===== config.mk =====
export PLATFORM = sky130hd
export DESIGN_NAME = mileage_meter
export DESIGN_NICKNAME = d
export VERILOG_FILES = /design/src/rtl/taxi_pkg.sv /design/src/rtl/pulse_sync.sv /design/src/rtl/mileage_meter.sv
export SDC_FILE = /design/constraint.sdc
export NUM_CORES = 1
export LEC_CHECK = 0
export BUFFER_PORTS_ARGS = -buffer_cell sky130_fd_sc_hd__clkbuf_2
export CORE_MARGIN = 3
export CORE_UTILIZATION = 35
export DETAILED_ROUTE_END_ITERATION = 8
export HOLD_SLACK_MARGIN = 0.1
export PLACE_DENSITY = 0.55
export SETUP_SLACK_MARGIN = 0.2
export SLEW_MARGIN = 5
export SYNTH_ARGS = -nofsm -noshare
export SYNTH_HDL_FRONTEND = slang
export SYNTH_HIERARCHICAL = 1
export SYNTH_SLANG_ARGS = --single-unit
export TNS_END_PERCENT = 100

===== constraint.sdc =====
create_clock -name clk -period 2.15 [get_ports clk]
set_clock_uncertainty 0.05 [all_clocks]
set_input_delay 0.43 -clock clk [delete_from_list [all_inputs] [get_ports clk]]
set_output_delay 0.43 -clock clk [all_outputs]
set_load 0.01 [all_outputs]

===== src/rtl/taxi_pkg.sv =====
// Shared taxi types and default sizing used by the mileage meter and the fare block.
package taxi_pkg;

  typedef enum logic [1:0] {
    IDLE = 2'd0,
    RUN  = 2'd1,
    HOLD = 2'd2
  } trip_state_t;

  localparam int DIST_W_DEF        = 16;
  localparam int PULSES_PER_KM_DEF = 1000;
  localparam int STOP_CYCLES_DEF   = 50_000_000;

endpackage


===== src/rtl/pulse_sync.sv =====
// Brings an asynchronous level into the clk domain and emits a registered
// one-cycle strobe for each rising edge; reusable for button inputs.
module pulse_sync (
  input  logic clk,
  input  logic rst,
  input  logic async_in,
  output logic pulse_rise
);

  logic sync1;
  logic sync2;
  logic sync3;

  // sync1/sync2 resolve metastability, sync3 holds the previous level for edge detect
  always_ff @(posedge clk or posedge rst) begin
    if (rst) begin
      sync1      <= 1'b0;
      sync2      <= 1'b0;
      sync3      <= 1'b0;
      pulse_rise <= 1'b0;
    end else begin
      sync1      <= async_in;
      sync2      <= sync1;
      sync3      <= sync2;
      pulse_rise <= sync2 & ~sync3;
    end
  end

endmodule


===== src/rtl/mileage_meter.sv =====
// Trip state machine that turns wheel pulses into whole kilometres and
// reports whether the car is moving; feeds distance and stop to the fare block.
module mileage_meter
  import taxi_pkg::*;
#(
  parameter int PULSES_PER_KM = PULSES_PER_KM_DEF,
  parameter int STOP_CYCLES   = STOP_CYCLES_DEF,
  parameter int DIST_W        = DIST_W_DEF
) (
  input  logic              clk,
  input  logic              rst,
  input  logic              wheel_pulse,
  input  logic              trip_start,
  input  logic              trip_end,
  input  logic              trip_clear,
  output logic [DIST_W-1:0] distence,
  output logic              car_stop,
  output logic              moving,
  output logic              trip_done
);

  localparam int SUB_W  = $clog2(PULSES_PER_KM);
  localparam int IDLE_W = $clog2(STOP_CYCLES);

  localparam logic [SUB_W-1:0]  SUB_LAST   = SUB_W'(PULSES_PER_KM - 1);
  localparam logic [IDLE_W-1:0] IDLE_LAST  = IDLE_W'(STOP_CYCLES - 1);
  localparam logic [IDLE_W-1:0] IDLE_PRELAST = IDLE_W'(STOP_CYCLES - 2);

  trip_state_t       state;
  trip_state_t       next_state;
  logic              pulse_rise;
  logic              restart;
  logic              count_en;
  logic [SUB_W-1:0]  sub_cnt;
  logic [IDLE_W-1:0] idle_cnt;

  pulse_sync u_wheel_sync (
    .clk        (clk),
    .rst        (rst),
    .async_in   (wheel_pulse),
    .pulse_rise (pulse_rise)
  );

  always_ff @(posedge clk or posedge rst) begin
    if (rst) begin
      state <= IDLE;
    end else begin
      state <= next_state;
    end
  end

  // Strobe priority is clear > end > start; a pulse only counts in a RUN cycle with no strobe.
  always_comb begin
    next_state = state;
    restart    = 1'b0;
    count_en   = 1'b0;
    case (state)
      IDLE: begin
        if (!trip_clear && trip_start) begin
          next_state = RUN;
          restart    = 1'b1;
        end
      end
      RUN: begin
        if (trip_clear) begin
          next_state = IDLE;
        end else if (trip_end) begin
          next_state = HOLD;
        end else if (trip_start) begin
          restart = 1'b1;
        end else begin
          count_en = pulse_rise;
        end
      end
      HOLD: begin
        if (trip_clear) begin
          next_state = IDLE;
        end else if (!trip_end && trip_start) begin
          next_state = RUN;
          restart    = 1'b1;
        end
      end
      default: begin
        next_state = IDLE;
      end
    endcase
  end

  // Distance saturates at all-ones while the sub-km counter keeps wrapping.
  always_ff @(posedge clk or posedge rst) begin
    if (rst) begin
      sub_cnt  <= '0;
      distence <= '0;
    end else if (restart || next_state == IDLE) begin
      sub_cnt  <= '0;
      distence <= '0;
    end else if (count_en) begin
      if (sub_cnt == SUB_LAST) begin
        sub_cnt <= '0;
        if (distence != '1) begin
          distence <= distence + 1'b1;
        end
      end else begin
        sub_cnt <= sub_cnt + 1'b1;
      end
    end
  end

  always_ff @(posedge clk or posedge rst) begin
    if (rst) begin
      car_stop  <= 1'b1;
      trip_done <= 1'b0;
    end else begin
      car_stop  <= (next_state == IDLE);
      trip_done <= (state == RUN) && (next_state == HOLD);
    end
  end

  // moving falls on the same edge idle_cnt lands on its saturation value.
  always_ff @(posedge clk or posedge rst) begin
    if (rst) begin
      idle_cnt <= '0;
      moving   <= 1'b0;
    end else if (next_state != RUN || restart) begin
      idle_cnt <= '0;
      moving   <= 1'b0;
    end else if (count_en) begin
      idle_cnt <= '0;
      moving   <= 1'b1;
    end else if (idle_cnt != IDLE_LAST) begin
      idle_cnt <= idle_cnt + 1'b1;
      moving   <= moving && (idle_cnt != IDLE_PRELAST);
    end
  end

endmodule

* After elaboration in Yosys (flattened, before gate mapping)
Cells that the tools add are included.
** Storage, ports and cells
- Flip-flop bits (word level) :: 61
- Memory bits (writable) :: 0
- Output and inout port bits :: 19
- Bits in latches :: 0
- Bits in read-only memories :: 0
- Word-level logic and storage cells :: 69
- Memories kept :: 0
** Cells by class
- $add $sub $neg :: 3
- Equality and inequality tests :: 8
- Multipliers :: 0
- Reductions and logical operators :: 15
- Bitwise operators :: 2
- Order comparisons :: 0
- Shift operators :: 0
- Multiplexer cells :: 30
- Div/mod/pow operators :: 0
** Operators with widths (count)
- $mux W26 :: 3
- $mux W16 :: 4
- $ne A26 B26 Y1 const B :: 2
- $mux W10 :: 3
- $add A26 B1 Y26 const B :: 1
- $add A16 B1 Y16 const B :: 1
- $ne A16 B16 Y1 const B :: 1
- $mux W1 :: 13
- $add A10 B1 Y10 const B :: 1
- $eq A10 B10 Y1 const B :: 1
- $mux W2 :: 5
- $pmux W2 S3 :: 1
- $reduce_bool A2 Y1 :: 3
- $eq A2 B2 Y1 const B :: 2
- $logic_and A1 B1 Y1 :: 4
- $logic_not A2 Y1 :: 2
- $pmux W1 S3 :: 1
- $reduce_and A3 Y1 :: 1
- $reduce_bool A3 Y1 :: 1
- $eq A2 B1 Y1 const B :: 1
- $logic_not A1 Y1 :: 2
- $logic_or A1 B1 Y1 :: 2
- $ne A2 B1 Y1 const B :: 1
- $and A1 B1 Y1 :: 1
- $not A1 Y1 :: 1

* Longest topological paths before layout
Gate-level depths: netlist of run 1.
- Depth after elaboration :: 9
- Depth in mapped cells :: 7
- Gate-level depth less buffers :: 6

* Hierarchy
Netlist of run 1, hierarchy kept.
** By module, submodules not included
- mileage_meter :: seq. area each 1427.6 µm², cells each 348, area an instance 3170.5 µm², instances 1
- pulse_sync :: seq. area each 100.1 µm², cells each 6, area an instance 117.6 µm², instances 1

* Worst setup path before layout of run 1
No wires, ideal clock.
- Path type :: register -> register
- Start point :: register idle_cnt[7]
- End point :: register idle_cnt[19]
- Data arrival time :: 1720 ps
- Path buffers :: 0
- Path slack :: 302 ps
- Cell stages (with the launch flop) :: 6
- Library setup time :: 77 ps
- Cells stage by stage :: dfrtp_1 -> and4_4 -> nand2_1 -> or4_4 -> or3_1 -> a21oi_1
** Between the ends
- Cells in the longest elaborated chain, start to end :: 4
** Ends and longest elaborated chain
- from (decl) :: line mileage_meter.sv:35 : logic [IDLE_W-1:0] idle_cnt;
- from (signal assigned) :: line mileage_meter.sv:131 : idle_cnt <= idle_cnt + 1'b1;
- $add A26 B1 Y26 :: line mileage_meter.sv:131
- $mux W26 :: line mileage_meter.sv:130 : end else if (idle_cnt != IDLE_LAST) begin
- $mux W26 :: line mileage_meter.sv:127 : end else if (count_en) begin
- $mux W26 :: line mileage_meter.sv:124 : end else if (next_state != RUN || restart) begin
Several ways; a longest one is shown, not always the timed one. The select of a mux whose other input is x is not followed.
A chain may end at the register's enable or synchronous reset.

* Worst setup path in the final report of run 1
- Start point :: register idle_cnt[0]
- End point :: register idle_cnt[25]
Same word-level chain as after synthesis.

==> impl_metrics.csv, run 1 <==
group,metric,value,unit
synthesis,avgSynthCellArea,9.29,um^2
global_routing,gr-total-overflow,0,
sta,relSlewSlack,0.746,
worst_setup_path,cp.arrival,2.16,ns
worst_setup_path,crit_chain,"and3_4, nand4_1, or4_4, or3_4, a21oi_2",
cells_and_area,synthToLayoutAreaGrowth,20.3,%
global_routing,grt_pass1_vias,2728,
synthesis,ys_types,51,
run_status,status,"complete, no violations",
sta,fin_crit_sh,0.905,
worst_hold_path,hold_class,"primary input to flip-flop",
placement,port_buffers,24,
drt,drtIter0Drc,127,
worst_hold_path,hold_depth,1,
sta,tns,0,ns
drt,wl_per_cell,15.5,um
clocking,cts_sinks,61,
global_routing,grt_start_max_net_pins,45,
power,p_leak,1.67,nW
synthesis,ys_seq_area_frac,0.465,
clocking,h-tree-depth,3,
worst_setup_path,start_kind,"flip-flop",
synthesis,synth_top_area_frac,0.457,
drt,drtAntennaViolNets,0,
sta,drv_slew,0,
worst_setup_path,crit_slowest_cell,"or4_4",
drt,viasPerCell,5.59,
synthesis,synth_top_area_cell,"dfrtp_1",
floorplanning,fp.dieH,103,um
global_routing,grt_pass1_wl,13200,um
clocking,clk_path_buf_depth,2,
sta,tightest_slew,0.382,ns
cells_and_area,drive_above_1_share,0.244,
synthesis,synth_warnings,6,
placement,dp_hpwl,5390,um
worst_setup_path,critical_path_required,2.37,ns
worst_setup_path,worstPathMaxFanout,5,
synthesis,synth_cells,354,
cells_and_area,mostFrequentLayoutCell,"dfrtp_1",
clocking,clkLatencyLatePin,0.34,ns
drt,drcViolationCount,0,
worst_setup_path,critical_path.max_stage_delay,0.61,ns
cells_and_area,nNetsFinal,414,
power,power_density,560,nW/um^2
worst_setup_path,worstSetupStartpoint,"idle_cnt[0]",
flow_run,cap_viol_max_count,0,
floorplanning,boundaryPins,25,
sta,period_minus_slack,1.95,ns
clocking,root_buffer,"clkbuf_8",
cells_and_area,n_antenna_cell,0,
synthesis,syn_area,3290,um^2
floorplanning,die_area,10600,um^2
sta,setup_viol,0,
worst_setup_path,crit_type,"flip-flop to flip-flop",
worst_setup_path,cp_top_family,"simple AND/OR/NAND/NOR gates",
floorplanning,design.core.area,8930,um^2
sta,hold_viol,0,
global_routing,antenna_found_initial,0,
drt,dr_total_vias,2888,
global_routing,grt.total_usage,0.158,
worst_setup_path,endpoint_kind,"flip-flop",
cells_and_area,fin_util,0.443,
worst_setup_path,path_depth,5,
clocking,numCtsBuffers,9,
sta,rsz0062_at_grt,"yes",
drt,wirelength,8010,um
floorplanning,die_w,103,um
synthesis,synth_edf_count,0,
synthesis,yosys_most_used_dff,"dfrtp_1",
synthesis,synthTopCellsByArea,"dfrtp_1, nor2_1, nand3_1, o21ai_0, xor2_1",
clocking,cts_tree,"built",
clocking,clk_pin_slew,0.07,ns
worst_setup_path,rr_worst_depth,5,
floorplanning,initial_utilization,0.368,
cells_and_area,layout_common_cells,"dfrtp_1, nor2_1, nand3_1",
worst_setup_path,r2r-start,"idle_cnt[0]",
worst_setup_path,path_buf_inv,0,
power,ir_drop,0.314,mV
synthesis,async_flop_share,1.00,
floorplanning,rows,34,
synthesis,synthesis.nets,364,
sta,fmax,514,MHz
placement,place_congestion,0.854,
drt,dr.pass1.iters,4,
worst_hold_path,hold_start,"wheel_pulse",
synthesis,ys_ff_latch,61,
layout make-up:
class	instances	area [um^2]
Sequential cell	61	1530
Tap cell	108	135
Inverter	12	45.0
Timing Repair Buffer	49	323
Clock inverter	4	23.8
Clock buffer	12	145
Multi-Input combinational cell	271	1750
Fill cell	872	4980
where the power goes:
group | switching, mW | internal (mW) | total, mW
combinational | 0.0917 | 0.0498 | 0.141
clock | 0.455 | 0.447 | 0.902
sequential | 0.0102 | 1.16 | 1.17
worst register-to-register path, delay by kind of cell, from the launching register on:
kind             cells  cell delay [ns]
AND/OR/NAND/NOR      4             1.30
flip-flops           1             0.39
AO/OA/AOI/OAI        1             0.13
per-stage QoR:
step | total power, mW | area, um^2 | cells | hold WS (ns) | setup WS [ns]
after global placement | 1.33 | 3590 | 487 | 0.266 | 0.215
after CTS | 2.25 | 3830 | 511 | 0.141 | 0.197
final | 2.21 | 3960 | 517 | 0.151 | 0.205
after detailed placement | 1.33 | 3590 | 487 | 0.271 | 0.149
after floorplan | 1.27 | 3290 | 354 | 0.146 | 0.272
after global routing | 2.32 | 3960 | 517 | 0.128 | 0.126
worst paths after layout:
kind | to | slack, ns
worst max-delay path | idle_cnt[25] | 0.20
worst min-delay path | u_wheel_sync/sync1 | 0.15
worst max register to register | idle_cnt[25] | 0.20
worst min register to register | u_wheel_sync/sync2 | 0.31
max in group asynchronous | idle_cnt[7] | 0.95
min in group asynchronous | u_wheel_sync/sync3 | 0.46
Yosys cell counts (2+ instances only):
cell type / n
o21ba_2: 2
clkbuf_1: 5
xor2_1: 13
nor3b_1: 3
xnor2_1: 9
nor2_1: 40
a41oi_1: 2
buf_2: 3
inv_1: 12
o21ai_0: 23
and2_1: 5
ha_1: 4
a21oi_1: 16
dfrtp_1: 60
nand4_1: 15
nor4_1: 6
o31ai_1: 10
nand2_1: 24
nor4b_1: 4
and4_1: 8
o41ai_1: 2
nand3_1: 25
or3_1: 7
nor3_1: 8
nand2b_1: 3
and3_1: 12
and3_2: 2
o211ai_1: 2
a31oi_1: 7
layer usage:
| metal | share of wire | GRT usage | up-vias |
|---|---|---|---|
| met1 | 0.48 | 0.225 | 1392 |
| met5 | 0 | 0 | - |
| li1 | - | - | 1408 |
| met3 | 0.049 | 0.0379 | 12 |
| met2 | 0.46 | 0.233 | 76 |
| met4 | 0.013 | 0.0568 | 0 |
registers in the layout, indices dropped and copies added, names as in the netlist, 2 cells and up:
name and flops:
distence 16, state 2, sub_cnt 10, idle_cnt 26
timing repair:
item | 4_1_cts | 5_1_grt
gates resized for setup | 3 | 21
pin swaps | 0 | 7
hold buffers | 1 | 0
setup endpoints to repair | 4 | 27
buffers inserted | 7 | 6
endpoints found under the hold margin | 16 | 0
logic make-up after synthesis:
group | Yosys count | synth area share
mux | 2 | 0.00647
simple gates | 174 | 0.295
flops | 61 | 0.465
fa+ha+maj | 4 | 0.0152
xor+xnor | 22 | 0.0586
buf+inv | 22 | 0.0297
compound gates | 69 | 0.130
No activity file was read; power rests on OpenSTA's default activity.
==> run 2, diff against run 1 <==
--- a/config.mk
+++ b/config.mk
@@ -6,11 +6,12 @@
 export NUM_CORES = 1
 export LEC_CHECK = 0
 export BUFFER_PORTS_ARGS = -buffer_cell sky130_fd_sc_hd__clkbuf_2
-export CORE_MARGIN = 3
+export CORE_MARGIN = 10
 export CORE_UTILIZATION = 35
 export DETAILED_ROUTE_END_ITERATION = 8
 export HOLD_SLACK_MARGIN = 0.1
 export PLACE_DENSITY = 0.55
+export RECOVER_POWER = 100
 export SETUP_SLACK_MARGIN = 0.2
 export SLEW_MARGIN = 5
 export SYNTH_ARGS = -nofsm -noshare
==> run 2 against run 1 <==
  * Final cell count is 0.58% higher
  * First-iteration DRC count is 50% higher
  * Critical path depth is 2 higher
  * Critical path type unchanged
  * Sequential share of layout area is 0.77 points higher
  * Flip-flop and latch count stayed put
  * Global-route usage is 3.5 points lower
  * Wire length hardly changed
  * Combinational power is 5% lower
  * Die area is 29% higher
==> impl_metrics.csv, run 2 (synthesis gave the netlist of run 1 again) <==
group,metric,value,unit
run_status,status,"complete, no violations",
power,pwr-share-clk,0.438,
clocking,root_buffer,"clkbuf_8",
cells_and_area,drive_above_1_share,0.161,
drt,drtIter0Drc,190,
global_routing,grt_pass1_vias,2850,
power,swShare,0.235,
floorplanning,boundaryPins,25,
drt,dr.pass1.iters,4,
sta,rsz0062_at_grt,"no",
global_routing,antenna_found_initial,0,
worst_setup_path,start_kind,"flip-flop",
drt,drtAntennaViolNets,0,
worst_setup_path,crit_type,"flip-flop to flip-flop",
power,p_int,1.77,mW
power,ir_drop,0.317,mV
sta,period_minus_slack,1.95,ns
cells_and_area,n_antenna_cell,0,
global_routing,grt.total_usage,0.123,
cells_and_area,top_regs,"idle_cnt (26), distence (16), sub_cnt (10)",
drt,wirelength,8010,um
cells_and_area,largest_reg_flops,26,
worst_setup_path,cp.arrival,2.11,ns
power,power_frac_comb,0.058,
power,power_density,597,nW/um^2
sta,relSlewSlack,0.414,
clocking,clk_pin_slew,0.07,ns
clocking,clk_path_buf_depth,2,
sta,fmax,512,MHz
placement,port_buffers,24,
worst_hold_path,hold_class,"primary input to flip-flop",
worst_setup_path,worstPathMaxFanout,5,
clocking,h-tree-depth,3,
cells_and_area,largest-register,"idle_cnt",
sta,tns,0,ns
sta,hold_viol,0,
worst_setup_path,critical_path_required,2.30,ns
power,power_frac_seq,0.504,
global_routing,grt_pass1_wl,13600,um
worst_setup_path,rrSetupSlack,0.20,ns
drt,wl_per_cell,15.4,um
floorplanning,die_area,13700,um^2
cells_and_area,nNetsFinal,415,
sta,fin_crit_sh,0.908,
clocking,clkLatencyLatePin,0.34,ns
sta,setup_viol,0,
clocking,cts_tree,"built",
placement,dp_hpwl,5500,um
clocking,cts_sinks,61,
cells_and_area,mostFrequentLayoutCell,"dfrtp_1",
clocking,numCtsBuffers,9,
global_routing,gr-total-overflow,0,
floorplanning,rows,35,
power,power.switching,0.545,mW
floorplanning,fp.dieH,117,um
worst_setup_path,endpoint_kind,"flip-flop",
floorplanning,design.core.area,9200,um^2
floorplanning,die_w,117,um
flow_run,cap_viol_max_count,0,
power,power.total,2.32,mW
sta,whs,0.149,ns
cells_and_area,synthToLayoutAreaGrowth,18.0,%
drt,dr_total_vias,2921,
placement,place_congestion,0.871,
power,p_leak,1.58,nW
drt,drcViolationCount,0,
drt,viasPerCell,5.62,
cells_and_area,layout_common_cells,"dfrtp_1, nor2_1, nand3_1",
sta,drv_slew,0,
sta,tightest_slew,0.879,ns
floorplanning,initial_utilization,0.358,
global_routing,grt_start_max_net_pins,36,
## run 2: changes by cell type in the layout (fill, tap and decap cells not counted), sizes merged
| cell | delta |
|---|---|
| buf | -5 |
| clkbuf | +9 |
| clkinv | -3 |
| inv | -1 |
## run 2: worst paths after layout
path	startpoint	to	cells past startpoint
setup / recovery	idle_cnt[0]	idle_cnt[24]	7
hold / removal	wheel_pulse	u_wheel_sync/sync1	1
setup reg to reg	idle_cnt[0]	idle_cnt[24]	7
hold reg to reg	u_wheel_sync/sync1	u_wheel_sync/sync2	0
max in group asynchronous	rst	idle_cnt[7]	4
min in group asynchronous	rst	u_wheel_sync/pulse_rise	3
## run 2: metrics by stage
stage	std cells	utilization	setup slack, ns	cell area [um^2]
floorplan	354	-	0.272	3290
global placement	492	0.391	0.222	3590
detailed placement	492	0.391	0.171	3590
CTS	511	0.416	0.189	3830
global route	520	0.422	0.0922	3880
finish	520	0.422	0.197	3880
## run 2: critical path, stage by stage, from the launching register on
cell and delay (ns):
dfrtp_1 0.37, ha_1 0.24, and4_1 0.27, nand4_1 0.10
clkbuf_1 0.18, nor4b_1 0.40, xnor2_1 0.16, nor2_1 0.05
## run 2: per-layer routing
| metal | global-route usage | share of wire | wire length, um | vias to the layer above |
|---|---|---|---|---|
| met5 | 0 | 0 | 0 | - |
| met4 | 0.0577 | 0.018 | 146 | 0 |
| met3 | 0.0316 | 0.056 | 451 | 14 |
| met2 | 0.179 | 0.45 | 3570 | 75 |
| met1 | 0.165 | 0.48 | 3840 | 1418 |
| li1 | - | - | - | 1414 |
## run 2: layout make-up
cell class / count / area [um^2]
multi-input combinational: 271 / 1700
tap: 111 / 139
clock buffer: 15 / 196
inverter: 12 / 45.0
fill: 929 / 5320
timing repair buffer: 50 / 274
sequential: 61 / 1530
## run 2: what timing repair did
action | in CTS | in global routing
pin swaps | 0 | 8
gates resized for setup | 3 | 17
hold buffers | 1 | 0
setup endpoints to repair | 7 | 24
hold endpoints to repair | 25 | 0
setup buffers | 3 | 9
## run 2: power by group through the flow
stage	registers, mW	clock network (mW)	logic (mW)
final	1.17	1.02	0.134
after CTS	1.17	1.04	0.140
after floorplan	1.19	0	0.0831
after detailed placement	1.19	0	0.138
after global placement	1.19	0	0.138
after global routing	1.17	1.10	0.155
